==> config.mk <==
export PLATFORM = sky130hd
export DESIGN_NAME = ex_id_hazard_fwd
export DESIGN_NICKNAME = d
export VERILOG_FILES = /design/src/rtl/ex_id_hazard_fwd.sv
export SDC_FILE = /design/constraint.sdc
export NUM_CORES = 1
export LEC_CHECK = 0
export BUFFER_PORTS_ARGS = -buffer_cell sky130_fd_sc_hd__buf_2
export CORE_ASPECT_RATIO = 0.9
export CORE_MARGIN = 2
export CORE_UTILIZATION = 50
export CTS_CLUSTER_SIZE = 25
export DETAILED_ROUTE_END_ITERATION = 10
export GPL_TIMING_DRIVEN = 0
export HOLD_SLACK_MARGIN = 0.15
export MAX_ROUTING_LAYER = met4
export PLACE_DENSITY = 0.84
export SLEW_MARGIN = 20
export SYNTH_ARGS = -nofsm -noshare
export SYNTH_HDL_FRONTEND = slang
export SYNTH_SLANG_ARGS = --single-unit
==> constraint.sdc <==
create_clock -name clk -period 2.2 [get_ports clk]
set_clock_uncertainty 0.1 [all_clocks]
set_input_delay 0.11 -clock clk [delete_from_list [all_inputs] [get_ports clk]]
set_output_delay 0.11 -clock clk [all_outputs]
set_load 0.02 [all_outputs]
==> src/rtl/ex_id_hazard_fwd.sv <==
// Hazard unit for a 5-stage pipe: tracks MEM/WB destinations, forwards results to decode,
// and sequences stalls, bubbles and branch flushes.
module ex_id_hazard_fwd #(
    parameter int unsigned FLUSH_CYCLES = 2,
    parameter int unsigned XLEN         = 32
) (
    input  logic            clk,
    input  logic            rst,
    input  logic            id_valid,
    input  logic [4:0]      id_rs1,
    input  logic [4:0]      id_rs2,
    input  logic            id_rs1_used,
    input  logic            id_rs2_used,
    input  logic [XLEN-1:0] id_rs1_rdata,
    input  logic [XLEN-1:0] id_rs2_rdata,
    input  logic            ex_valid,
    input  logic [4:0]      ex_rd,
    input  logic            ex_we,
    input  logic            ex_is_load,
    input  logic [XLEN-1:0] ex_result,
    input  logic            ex_busy,
    input  logic            ex_branch_taken,
    input  logic [XLEN-1:0] mem_rdata,
    output logic [XLEN-1:0] id_rs1_fwd,
    output logic [XLEN-1:0] id_rs2_fwd,
    output logic            stall_o,
    output logic            hold_ex_o,
    output logic            bubble_o,
    output logic            flush_o,
    output logic            wb_we_o,
    output logic [4:0]      wb_rd_o,
    output logic [XLEN-1:0] wb_data_o
);

    localparam int unsigned REG_W = 5;
    localparam int unsigned CNT_W = 3;

    localparam logic [1:0] ST_RUN     = 2'd0;
    localparam logic [1:0] ST_BUSY    = 2'd1;
    localparam logic [1:0] ST_LDSTALL = 2'd2;
    localparam logic [1:0] ST_FLUSH   = 2'd3;

    typedef struct packed {
        logic             v;
        logic [REG_W-1:0] rd;
        logic             we;
        logic             ld;
        logic [XLEN-1:0]  data;
    } hist_t;

    hist_t            m_q, w_q;
    logic [1:0]       state_q, state_d;
    logic [CNT_W-1:0] cnt_q, cnt_d;
    logic             bubble_q;
    logic             wb_done_q;
    logic             branch;
    logic             load_use;
    logic             ex_fwd_ok;
    logic             m_fwd_ok;
    logic             w_fwd_ok;
    logic [XLEN-1:0]  m_val;

    // Hazard qualifiers
    always_comb begin
        branch   = ex_valid & ex_branch_taken & ~ex_busy;
        load_use = id_valid & ex_valid & ex_is_load & ex_we & (ex_rd != '0) &
                   ((id_rs1_used & (id_rs1 == ex_rd)) | (id_rs2_used & (id_rs2 == ex_rd)));
    end

    // Next state and control outputs; reset forces every control low
    always_comb begin
        state_d   = state_q;
        cnt_d     = cnt_q;
        stall_o   = 1'b0;
        hold_ex_o = 1'b0;
        bubble_o  = 1'b0;
        flush_o   = 1'b0;
        case (state_q)
            ST_RUN: begin
                if (branch) begin
                    flush_o  = 1'b1;
                    bubble_o = 1'b1;
                    cnt_d    = CNT_W'(FLUSH_CYCLES - 1);
                    state_d  = (FLUSH_CYCLES > 1) ? ST_FLUSH : ST_RUN;
                end else if (ex_busy) begin
                    stall_o   = 1'b1;
                    hold_ex_o = 1'b1;
                    state_d   = ST_BUSY;
                end else if (load_use) begin
                    stall_o  = 1'b1;
                    bubble_o = 1'b1;
                    state_d  = ST_LDSTALL;
                end
            end
            ST_BUSY: begin
                if (ex_busy) begin
                    stall_o   = 1'b1;
                    hold_ex_o = 1'b1;
                end else begin
                    state_d = ST_RUN;
                end
            end
            ST_LDSTALL: begin
                state_d = ST_RUN;
            end
            ST_FLUSH: begin
                flush_o  = 1'b1;
                bubble_o = 1'b1;
                if (branch) begin
                    cnt_d   = CNT_W'(FLUSH_CYCLES - 1);
                    state_d = (FLUSH_CYCLES > 1) ? ST_FLUSH : ST_RUN;
                end else begin
                    cnt_d   = cnt_q - CNT_W'(1);
                    state_d = (cnt_q <= CNT_W'(1)) ? ST_RUN : ST_FLUSH;
                end
            end
            default: state_d = ST_RUN;
        endcase
        if (rst) begin
            stall_o   = 1'b0;
            hold_ex_o = 1'b0;
            bubble_o  = 1'b0;
            flush_o   = 1'b0;
        end
    end

    // Operand forwarding, EX > MEM > WB > register file; x0 never forwards
    always_comb begin
        ex_fwd_ok  = ex_valid & ex_we & ~ex_is_load;
        m_fwd_ok   = m_q.v & m_q.we;
        w_fwd_ok   = w_q.v & w_q.we;
        m_val      = m_q.ld ? mem_rdata : m_q.data;
        id_rs1_fwd = id_rs1_rdata;
        id_rs2_fwd = id_rs2_rdata;
        if (!rst && (id_rs1 != '0)) begin
            if (ex_fwd_ok && (ex_rd == id_rs1))     id_rs1_fwd = ex_result;
            else if (m_fwd_ok && (m_q.rd == id_rs1)) id_rs1_fwd = m_val;
            else if (w_fwd_ok && (w_q.rd == id_rs1)) id_rs1_fwd = w_q.data;
        end
        if (!rst && (id_rs2 != '0)) begin
            if (ex_fwd_ok && (ex_rd == id_rs2))     id_rs2_fwd = ex_result;
            else if (m_fwd_ok && (m_q.rd == id_rs2)) id_rs2_fwd = m_val;
            else if (w_fwd_ok && (w_q.rd == id_rs2)) id_rs2_fwd = w_q.data;
        end
    end

    // WB writes once per W entry, even when W is held for several cycles
    assign wb_we_o   = ~rst & w_q.v & w_q.we & (w_q.rd != '0) & ~wb_done_q;
    assign wb_rd_o   = w_q.rd;
    assign wb_data_o = w_q.data;

    // The slot behind an inserted bubble is discarded when it reaches M
    always_ff @(posedge clk) begin
        if (rst) begin
            state_q   <= ST_RUN;
            cnt_q     <= '0;
            m_q       <= '0;
            w_q       <= '0;
            bubble_q  <= 1'b0;
            wb_done_q <= 1'b0;
        end else begin
            state_q   <= state_d;
            cnt_q     <= cnt_d;
            bubble_q  <= bubble_o;
            wb_done_q <= hold_ex_o;
            if (!hold_ex_o) begin
                m_q.v    <= ex_valid & ~bubble_q;
                m_q.rd   <= ex_rd;
                m_q.we   <= ex_we;
                m_q.ld   <= ex_is_load;
                m_q.data <= ex_result;
                w_q      <= m_q;
                if (m_q.ld) w_q.data <= mem_rdata;
            end
        end
    end

endmodule

==> results.toml <==
[cts]
root_buffer = "clkbuf_16"
cts_max_path_buffers = 2
insertion_delay_ps = 350
cts_tree = "done"
cts_sinks = 86
cts_buffers = 9
clkTransAtPathRegs_ps = 60
htree_levels = 3

[power]
vdd_drop_max_uv = 357
leakagePower_nw = 4.91
power_density_mw_per_mm2 = 556
total_power_mw = 5.84

[run]
max_cap_viol_count = 0

[global_route]
track_usage = 0.424
grt-ovfl-total = 0
grt_pass1_vias = 8407
grt_start_max_net_pins = 14
grt_pass1_wl_um = 46000
antenna_found_initial = 1

[critical_path]
crit_type = "flop to output port"
critical_path.max_fanout = 10
worstSetupEndpointType = "output port"
setup.worst_path.start_class = "flop"
cp.arrival_ps = 2480
crit_required_ps = 1990

[sta]
slew_headroom = 0.488
worst_slack_ps = -489
drv_slew = 0
setup_violations = 65
fin_crit_sh = 1.22
fmax_ghz = 0.372
rsz0062_at_grt = "yes"
setup_tns_ps = -23860
period_minus_slack_ps = 2690
final-hold-violation-count = 0
worst_slew_pin_slew_ps = 767

[synth]
syn_inst = 888
synthTopCellsByArea = "dfxtp_1 26%, nand2_1 8.8%, a22oi_1 7.1%"
yosysTopAreaCellShare = 0.256
yosysMostFrequentCell = "nand2_1"
ys_seq_area_frac = 0.256
synth_cell_types = 53
synth_edf_count = 0
synth_top_area_cell = "dfxtp_1"
yosysWarnings = 0
ys.flop_type = "dfxtp_1"
ys_seq_elements = 86
synth_fp_nets = 1046
syn_area_per_cell_um2 = 7.57
synth_common_cells = "157 x nand2_1, 86 x dfxtp_1, 82 x o21ai_1, 64 x a22oi_1, 48 x nor2_1"
syn_area_mm2 = 0.00673
ys_async_sr_fraction = 0

[placed_design]
place_hpwl_um = 20000
io_buffers = 256
place_area_mm2 = 0.00822
post-place-ws_ps = -545
place.gp.congestion = 0.944

[floorplanning]
dieArea_mm2 = 0.0144
ios = 259
core_mm2 = 0.0133
rows = 40
die_x_um = 126
die_h_um = 114
start_util = 0.507

[hold_path]
hp-class = "primary input to flop"

[run_status]
status = "finished, violations left"
violations = "setup timing"

[routing]
drt_iter0_markers = 1352
wl_um = 32900
wl_per_cell_um = 22.9
dr.pass1.iters = 8
viasPerCell = 6.34
drc = 0
num_vias = 9098
ant_nets = 0

[layout]
synthToLayoutAreaGrowth_pct = 56.3
finalInstanceArea_mm2 = 0.0105
layout.nets = 1418
fin_util = 0.793
drive_above_1_share = 0.416
==> worst max-delay path: stages (launching register included) <==
cell	delay, ps
dfxtp_1	480
xor2_1	140
nor4_2	310
nand4_1	220
buf_2	320
mux2i_4	250
o21ai_2	240
buf_6	150
==> report_power, final <==
part / total [mW] / internal, mW / switching [mW]
registers: 2.01 / 1.78 / 0.239
logic: 2.37 / 1.01 / 1.36
clock network: 1.46 / 0.788 / 0.668
==> path summary, 6_finish.rpt <==
kind	start	end	slack, ps	cells after the start
worst max-delay path	m_q[37]	id_rs1_fwd[25]	-490	7
worst min register to register	m_q[21]	m_q[21]	340	2
worst max register to register	state_q[1]	m_q[28]	110	6
worst min-delay path	ex_branch_taken	state_q[0]	140	4
==> through the flow <==
| stage | hold WS (ps) | cells |
|---|---|---|
| floorplan | 140 | 888 |
| global placement | 264 | 1312 |
| detailed placement | 266 | 1312 |
| CTS | 152 | 1426 |
| global route | 163 | 1434 |
| finish | 143 | 1434 |
==> flip-flops by register name, summed over array words and instances (netlist names) <==
register	count
cnt_q	3
wb_rd_o	5
state_q	2
m_q	40
wb_done_q	1
wb_data_o	32
bubble_q	1
w_q	2
==> area by class of cell <==
type | instances | area [µm²]
Multi-Input combinational cell | 678 | 4730
Fill cell | 884 | 2750
Timing Repair Buffer | 366 | 2700
Sequential cell | 86 | 1740
Buffer | 105 | 801
Clock buffer | 11 | 243
Tap cell | 168 | 210
Inverter | 14 | 56.3
Clock inverter | 5 | 25.0
Antenna cell | 1 | 2.50
==> placed cells by master (no fill, tap or decap), types with 29 or more instances in the layout <==
cell	n
buf_2	224
dfxtp_1	79
o21ai_1	72
mux2_4	30
nand2_1	150
dlygate4sd3_1	74
o21ai_0	34
mux2i_1	31
nor2_1	48
buf_4	80
a22oi_1	64
nand3_1	29
==> per-layer routing <==
metal  wire length (µm)  part of all wire  vias to the layer above  track usage
met5                  0                 0                        -            -
met1              11700              0.36                     4126        0.523
met4               2080             0.063                        0        0.217
li1                   -                 -                     3883            -
met3               4470              0.14                      224       0.0840
met2              14600              0.44                      865        0.662
==> kinds of logic after synthesis <==
logic type / Yosys count / synth area share
and+or+nand+nor: 306 / 0.205
AOI/OAI and AO/OA: 266 / 0.253
buffers and inverters: 124 / 0.104
DFF: 86 / 0.256
muxes: 78 / 0.141
xor gates and xnor gates: 23 / 0.0311
adders and majority gates: 5 / 0.00930
==> repair_timing <==
| action | CTS | global route |
|---|---|---|
| endpoints found under the setup margin | 65 | 94 |
| buffers inserted | 17 | 9 |
| resized for setup | 109 | 127 |
| pin swaps | 63 | 47 |
| hold buffers | 74 | 0 |
| gates cloned | 8 | 4 |
| hold endpoints to repair | 73 | 0 |
Power figures use the tool's default switching activity.
